File: src/rtl/registro_pipeline_pkg.sv
// registro_pipeline_pkg
// Shared constants and helpers for the registro_pipeline slice.
//   DEFAULT_WIDTH / DEFAULT_DEPTH : default beat width and stage count
//   clog2_f                       : ceiling log2, minimum result 1
// Optional feature macro: REGISTRO_PIPELINE_BYPASS_EN (same-cycle din->dout
// path when the pipeline is empty). The guard itself lives in the top level
// so that the default build contains no combinational din->dout path.
package registro_pipeline_pkg;

  localparam int DEFAULT_WIDTH = 32'sd12;
  localparam int DEFAULT_DEPTH = 32'sd3;

  // Ceiling log2, clamped to 1 so that a counter is never zero bits wide.
  function automatic int clog2_f(input int n);
    int r;
    int v;
    r = 32'sd0;
    v = n - 32'sd1;
    while (v > 32'sd0) begin
      r = r + 32'sd1;
      v = v >>> 1;
    end
    if (r < 32'sd1) begin
      r = 32'sd1;
    end else begin
      r = r;
    end
    return r;
  endfunction

endpackage

File: src/rtl/registro_pipeline_etapa.sv
// etapa_pipeline
// One register stage of registro_pipeline: a data register and a valid flag.
// The valid flag and the data word have independent load strobes so the data
// register only toggles when a real beat arrives.
// Ports:
//   clk, reset      rising-edge clock, asynchronous active-low reset
//   load_vld, vld_d valid flag load strobe and next value
//   load_data, data_d data load strobe and next value
//   data_q, vld_q   registered stage contents
module etapa_pipeline
  import registro_pipeline_pkg::*;
#(
  parameter int WIDTH = DEFAULT_WIDTH
) (
  input  logic             clk,
  input  logic             reset,
  input  logic             load_vld,
  input  logic             vld_d,
  input  logic             load_data,
  input  logic [WIDTH-1:0] data_d,
  output logic [WIDTH-1:0] data_q,
  output logic             vld_q
);

  // Stage storage: valid flag and data word, each with its own load strobe.
  always_ff @(posedge clk or negedge reset) begin
    if (!reset) begin
      vld_q  <= 1'b0;
      data_q <= {WIDTH{1'b0}};
    end else begin
      if (load_vld) begin
        vld_q <= vld_d;
      end
      if (load_data) begin
        data_q <= data_d;
      end
    end
  end

endmodule

File: src/rtl/registro_pipeline.sv
// registro_pipeline
// Fixed-latency register pipeline with valid/ready flow control, bubble
// collapsing and a synchronous flush. DEPTH etapa_pipeline stages are chained;
// stage 0 takes the input beat, stage DEPTH-1 drives the output.
// Ports:
//   clk, reset            rising-edge clock, asynchronous active-low reset
//   clr                   synchronous flush (drops every stored beat)
//   din, valid_in         input beat / offered
//   ready_out             input beat accepted this cycle
//   dout, valid_out       output beat / offered (dout holds when not valid)
//   ready_in              consumer accepts output beat
//   occupancy             number of valid stages (registered)
// Optional feature: define REGISTRO_PIPELINE_BYPASS_EN to let a beat pass
// straight from din to dout in the same cycle when the pipeline is empty and
// the consumer is ready; such a beat is never stored.
// Note: ready_out depends combinationally on ready_in through the advance
// chain, so ready_in must not be derived from ready_out.
module registro_pipeline
  import registro_pipeline_pkg::*;
#(
  parameter  int WIDTH = DEFAULT_WIDTH,
  parameter  int DEPTH = DEFAULT_DEPTH,
  localparam int OCC_W = clog2_f(DEPTH + 32'sd1)
) (
  input  logic             clk,
  input  logic             reset,
  input  logic             clr,
  input  logic [WIDTH-1:0] din,
  input  logic             valid_in,
  output logic             ready_out,
  output logic [WIDTH-1:0] dout,
  output logic             valid_out,
  input  logic             ready_in,
  output logic [OCC_W-1:0] occupancy
);

  logic [DEPTH:0]   adv_s;
  logic [DEPTH-1:0] vld_s;
  logic [DEPTH-1:0] vld_next_s;
  logic [DEPTH-1:0] load_vld_s;
  logic [DEPTH-1:0] vld_d_s;
  logic [WIDTH-1:0] data_s [DEPTH];
  logic             bypass_s;
  logic [OCC_W-1:0] occ_next_s;
  logic [OCC_W-1:0] occ_r;

  // Advance chain: a stage may load when it is empty or its content moves on.
  // An empty stage therefore always accepts, which is what closes bubbles.
  always_comb begin
    adv_s        = {(DEPTH + 1){1'b0}};
    adv_s[DEPTH] = ready_in;
    for (int i = DEPTH - 1; i >= 0; i--) begin
      adv_s[i] = ~vld_s[i] | adv_s[i + 1];
    end
  end

  assign ready_out = adv_s[0] & ~clr & reset;

`ifdef REGISTRO_PIPELINE_BYPASS_EN
  // Empty pipeline and a ready consumer: the beat goes straight through.
  assign bypass_s = reset & ~clr & valid_in & ready_in & ~(|vld_s);
  assign dout     = bypass_s ? din : data_s[DEPTH-1];
`else
  assign bypass_s = 1'b0;
  assign dout     = data_s[DEPTH-1];
`endif

  assign valid_out = vld_s[DEPTH-1] | bypass_s;

  for (genvar i = 0; i < DEPTH; i++) begin : g_stage
    logic [WIDTH-1:0] src_data_s;
    logic             src_vld_s;
    logic             tail_byp_s;
    logic             load_data_s;
    logic [WIDTH-1:0] data_d_s;

    if (i == 0) begin : g_head
      // A bypassed beat is consumed directly and must not also be stored.
      assign src_data_s = din;
      assign src_vld_s  = valid_in & ~bypass_s;
    end else begin : g_body
      assign src_data_s = data_s[i-1];
      assign src_vld_s  = vld_s[i-1];
    end

    if (i == DEPTH - 1) begin : g_tail
      // The tail data register captures a bypassed beat so dout keeps
      // showing it once valid_out drops.
      assign tail_byp_s = bypass_s;
    end else begin : g_mid
      assign tail_byp_s = 1'b0;
    end

    // Flush forces every valid flag low but leaves the data words alone.
    assign load_vld_s[i] = clr | adv_s[i];
    assign vld_d_s[i]    = ~clr & src_vld_s;
    assign load_data_s   = (~clr & adv_s[i] & src_vld_s) | tail_byp_s;
    assign data_d_s      = tail_byp_s ? din : src_data_s;

    etapa_pipeline #(
      .WIDTH (WIDTH)
    ) u_etapa (
      .clk       (clk),
      .reset     (reset),
      .load_vld  (load_vld_s[i]),
      .vld_d     (vld_d_s[i]),
      .load_data (load_data_s),
      .data_d    (data_d_s),
      .data_q    (data_s[i]),
      .vld_q     (vld_s[i])
    );
  end

  // Next-state valid vector, used only to keep occupancy aligned with vld_q.
  always_comb begin
    vld_next_s = {DEPTH{1'b0}};
    for (int i = 0; i < DEPTH; i++) begin
      if (load_vld_s[i]) begin
        vld_next_s[i] = vld_d_s[i];
      end else begin
        vld_next_s[i] = vld_s[i];
      end
    end
  end

  // Popcount of the next valid vector.
  always_comb begin
    occ_next_s = {OCC_W{1'b0}};
    for (int i = 0; i < DEPTH; i++) begin
      occ_next_s = occ_next_s + OCC_W'(vld_next_s[i]);
    end
  end

  // Occupancy register, updated on the same edge as the stage valid flags.
  always_ff @(posedge clk or negedge reset) begin
    if (!reset) begin
      occ_r <= {OCC_W{1'b0}};
    end else begin
      occ_r <= occ_next_s;
    end
  end

  assign occupancy = occ_r;

endmodule
File: config.mk
export PLATFORM = sky130hd
export DESIGN_NAME = registro_pipeline
export DESIGN_NICKNAME = d
export VERILOG_FILES = /design/src/rtl/registro_pipeline_pkg.sv /design/src/rtl/registro_pipeline_etapa.sv /design/src/rtl/registro_pipeline.sv
export SDC_FILE = /design/constraint.sdc
export NUM_CORES = 1
export LEC_CHECK = 0
export CAP_MARGIN = 20
export CORE_ASPECT_RATIO = 1.75
export CORE_MARGIN = 1
export CORE_UTILIZATION = 45
export DETAILED_ROUTE_END_ITERATION = 16
export PLACE_DENSITY = 0.84
export SLEW_MARGIN = 0
export SYNTH_ARGS = -nofsm -noshare
export SYNTH_HDL_FRONTEND = slang
export SYNTH_SLANG_ARGS = --single-unit
File: constraint.sdc
create_clock -name clk -period 1.8 [get_ports clk]
set_clock_uncertainty 0.1 [all_clocks]
set_input_delay 0.36 -clock clk [delete_from_list [all_inputs] [get_ports clk]]
set_output_delay 0.36 -clock clk [all_outputs]
set_load 0.05 [all_outputs]
Word-level counts from Yosys, hierarchy flattened
Cells that the tools add are included.
- register bits: 41
- output and inout port bits: 16
- input bits: 17
- add/sub/neg operators: 2
- bitwise logic cells: 20
- multiplexer cells: 3
- operators with widths (operator ; count):
    1-bit bitwise AND ; 10
    1-bit bitwise OR ; 6
    1-bit NOT ; 4
    1-bit 2-to-1 mux ; 3
    1-bit by 1-bit adder with 2-bit output ; 1
    2-bit by 1-bit adder with 2-bit output ; 1

Logic depth before layout (Yosys ltp)
- depth in word-level cells: 8
- depth in mapped cells: 5
- mapped depth without buffers: 5

Cells and area by module
From an unflattened synthesis, not the netlist that was laid out.
- cell total of the unflattened synthesis: 102
- area, all modules: 1752.9 um^2
- by module, submodules not included (module ; area an instance (um^2) ; instances ; cells each):
    etapa_pipeline ; 520.5 ; 3 ; 27
    registro_pipeline ; 191.4 ; 1 ; 21

Least setup slack after synthesis
OpenSTA, ideal clock, no wires.
- path kind: register to output
- start: reg g_stage[2].u_etapa.vld_q
- end: out ready_out
- required time: 1340 ps
- path slack: -663 ps
- cell stages (with the launch flop): 3
- data arrival time: 2003 ps
- cell sequence: dfrtp_1 -> and4b_1 -> nor3b_1
- word-level cells in the longest chain between the ends: 6
- ends and longest elaborated chain (what ; line ; text):
    start: declaration ; registro_pipeline_etapa.sv:22 ; output logic vld_q
    start signal: assignment ; registro_pipeline_etapa.sv:32 ; vld_q <= vld_d;
    1-bit NOT ; registro_pipeline.sv:53 ; adv_s[i] = ~vld_s[i] | adv_s[i + 1];
    1-bit bitwise OR (3 in series) ; registro_pipeline.sv:53 ;
    1-bit bitwise AND (2 in series) ; registro_pipeline.sv:57 ; assign ready_out = adv_s[0] & ~clr & reset;
    end: declaration ; registro_pipeline.sv:30 ; output logic ready_out,
Every way passes these cells.

Worst setup path after layout
- start: reg g_stage[0].u_etapa.vld_q
- end: out ready_out
- word-level cells in the longest chain between the ends: 4
- ends and longest elaborated chain (what ; line):
    start: declaration ; registro_pipeline_etapa.sv:22
    start signal: assignment ; registro_pipeline_etapa.sv:32
    1-bit NOT ; registro_pipeline.sv:53
    1-bit bitwise OR ; registro_pipeline.sv:53
    1-bit bitwise AND (2 in series) ; registro_pipeline.sv:57
Every way passes these cells.

==> results.json <==
{
  "status": "finished, violations left",
  "violations": "negative setup slack",
  "firstDrtPassIters": 4,
  "cts_buffer_depth": 2,
  "report.final.setup_viol": 7,
  "required_ns": 1.34,
  "die_area_um2": 3862,
  "final_max_slew_viol_count": 0,
  "syn_inst": 100,
  "intPower_mw": 2.164,
  "rsz0062_at_grt": "true",
  "post-route-period-util_pct": 105.4,
  "switching_power_mw": 1.049,
  "tightest_slew_ns": 0.4891,
  "design.core.area_um2": 3398,
  "worst_slack_ns": -0.09684,
  "place.gp.congestion": 0.7215,
  "end_kind": "primary output",
  "port_buffers": 32,
  "synth_fa_ha_area_share_pct": 1.233,
  "start_util_pct": 47.79,
  "synth_compound_gate_area_share_pct": 0.8475,
  "final_cell_mix": "40 x dfrtp_1, 22 x buf_4, 21 x mux2_4",
  "worstPathCellList": "and4b_1 -> buf_6 -> nor3b_4 -> buf_12",
  "finalSetupTns_ns": -0.1846,
  "r2r_start": "g_stage[2].u_etapa.vld_q",
  "die_w_um": 47.41,
  "syn_avg_cell_area_um2": 16.24,
  "syn_nets": 118,
  "ys_ff_latch": 41,
  "vias_per_cell": 5.078,
  "dp_hpwl_um": 2145,
  "p_sw_share_pct": 32.65,
  "drt_iter0_markers": 18,
  "synth.distinct_cells": 18,
  "critPathArrivalTime_ns": 1.44,
  "antenna_cells": 0,
  "ir_drop_mv": 1.285,
  "hold_viol_final": 0,
  "synth_top_family_by_area": "multiplexers",
  "yosysTopAreaCell": "dfrtp_1",
  "wl_um": 3347,
  "cts_tree": "yes",
  "cts_htree_levels": 2,
  "gr-usage-all-layers_pct": 19.81,
  "reg2reg_depth": 5,
  "hold_slack_ns": 0.04354,
  "fillers": 231,
  "r2r_end": "g_stage[2].u_etapa.data_q[9]",
  "insertion_delay_ns": 0.29,
  "p_comb_share_pct": 33.0,
  "yosys.area_share.simple_pct": 5.008,
  "drc_errors": 0,
  "finalPower_mw": 3.213,
  "grt_overflow": 0,
  "hold_class": "primary input to asynchronous set/reset pin",
  "cp_slowest_cell": "dfrtp_1",
  "clockRootBuffer": "clkbuf_8",
  "clkSinkCount": 41,
  "syn_area_um2": 1624,
  "io_pins": 33,
  "yosysWarnings": 0,
  "leakage_nw": 1.115,
  "finalInstanceArea_um2": 2277,
  "postCtsHoldBufs": 0,
  "drive_gt1_share_pct": 54.05,
  "placed_area_um2": 2016,
  "grt_max_degree": 42,
  "vias": 980,
  "mostFrequentLayoutCell": "dfrtp_1",
  "ant_nets": 0,
  "syn2layout_area_growth_pct": 40.22,
  "seqPwrFrac_pct": 40.1,
  "grt_pass1_wl_um": 5126,
  "antenna_found_initial": 0,
  "synth.mux.area_fraction_pct": 27.27,
  "dp.cells": 180,
  "first_global_vias": 1073,
  "synth.area.top_cells": "dfrtp_1 63%, mux2_2 9.7%, mux2_4 9.2%",
  "clk_pin_slew_ns": 0.08,
  "rows": 28,
  "max_freq_ghz": 0.5272,
  "place_ws_ns": -0.4032,
  "cp-start-kind": "register",
  "crit_type": "register to primary output",
  "synthXorXnorAreaFrac_pct": 0,
  "fin_cells": 193,
  "p_per_area_nw_per_um2": 1411,
  "utilization_pct": 67.01,
  "r2r_setup_slack_ns": -0.02,
  "cts_made_buffers": 5,
  "ys_seq_area_share_pct": 63.17,
  "maxCapViolCount": 0,
  "die_h_um": 81.47,
  "cp_slowest_stage_delay_ns": 0.41,
  "period_minus_slack_ns": 1.897,
  "worstPathMaxFanout": 3,
  "finalNetCount": 165,
  "pwr-share-clk_pct": 26.9,
  "routedWlPerCell_um": 17.34,
  "max_slew_margin_pct": 67.39,
  "synth_top_area_share_pct": 63.17
}
-- cell families after synthesis --
group	count (synthesis)
compound gates	2
fa+ha+maj	1
buf+inv	7
flops	41
mux	36
simple gates	13
-- routing by layer --
| metal | wire, um | share of wire (%) | track usage, % | vias to the layer above |
|---|---|---|---|---|
| met4 | 98 | 2.9 | 7.714 | 0 |
| li1 | - | - | - | 435 |
| met3 | 109 | 3.3 | 5.055 | 8 |
| met2 | 1857 | 55 | 33.42 | 26 |
| met1 | 1282 | 38 | 23.09 | 511 |
| met5 | 0 | 0 | 0 | - |
-- cells in the mapped netlist --
library cell / n
buf_2: 2
a211o_1: 1
a21oi_1: 1
mux2_2: 14
buf_6: 1
nor2b_1: 1
mux2_1: 12
inv_1: 3
or2_2: 3
or3b_1: 1
fa_1: 1
buf_4: 1
mux2_4: 10
nor2_1: 5
dfrtp_1: 41
or3b_4: 1
nor3b_1: 1
and4b_1: 1
-- registers in the layout (all words and copies together) (netlist names) --
name,count
g_stage.u_etapa.data_q,36
g_stage.u_etapa.vld_q,3
occupancy,2
-- worst max-delay path by stage --
stage	from	end	cells after the start
2_1_floorplan	g_stage[2].u_etapa.vld_q	ready_out	2
3_3_place_gp	ready_in	g_stage[0].u_etapa.data_q[0]	4
3_5_place_dp	ready_in	occupancy[0]	6
4_1_cts	g_stage[0].u_etapa.vld_q	ready_out	4
5_1_grt	g_stage[0].u_etapa.vld_q	ready_out	4
6_report	g_stage[0].u_etapa.vld_q	ready_out	4
-- layout make-up --
cell class	count	area, um^2	share of cell area (%)
flip-flops and latches	41	1027	45.11
multi-input cells	53	634.4	27.86
repair buffers	43	414.1	18.19
clock buffers	5	68.82	3.022
clock inverters	3	65.06	2.857
well taps	45	56.30	2.473
inverters	3	11.26	0.4945
-- power by group through the flow --
stage	Clock [mW]	Combinational, mW	Sequential, mW
2_1_floorplan	0	0.241	1.69
4_1_cts	0.879	0.988	1.28
5_1_grt	0.925	1.11	1.32
3_5_place_dp	0	0.975	1.30
3_3_place_gp	0	0.951	1.28
6_report	0.864	1.06	1.29
-- worst max-delay path: cells and delay by family (launching register included) --
kind / cells / cell delay [ns]
and+or+nand+nor: 2 / 0.45
DFF: 1 / 0.41
buffers and inverters: 2 / 0.29
-- timing repair --
action | CTS | global route
gates resized for setup | 8 | 13
pin swaps | 4 | 3
setup endpoints to repair | 15 | 24
cloned | 1 | 1
setup buffers | 3 | 0
Note: power is estimated with default switching activity, not from simulation.
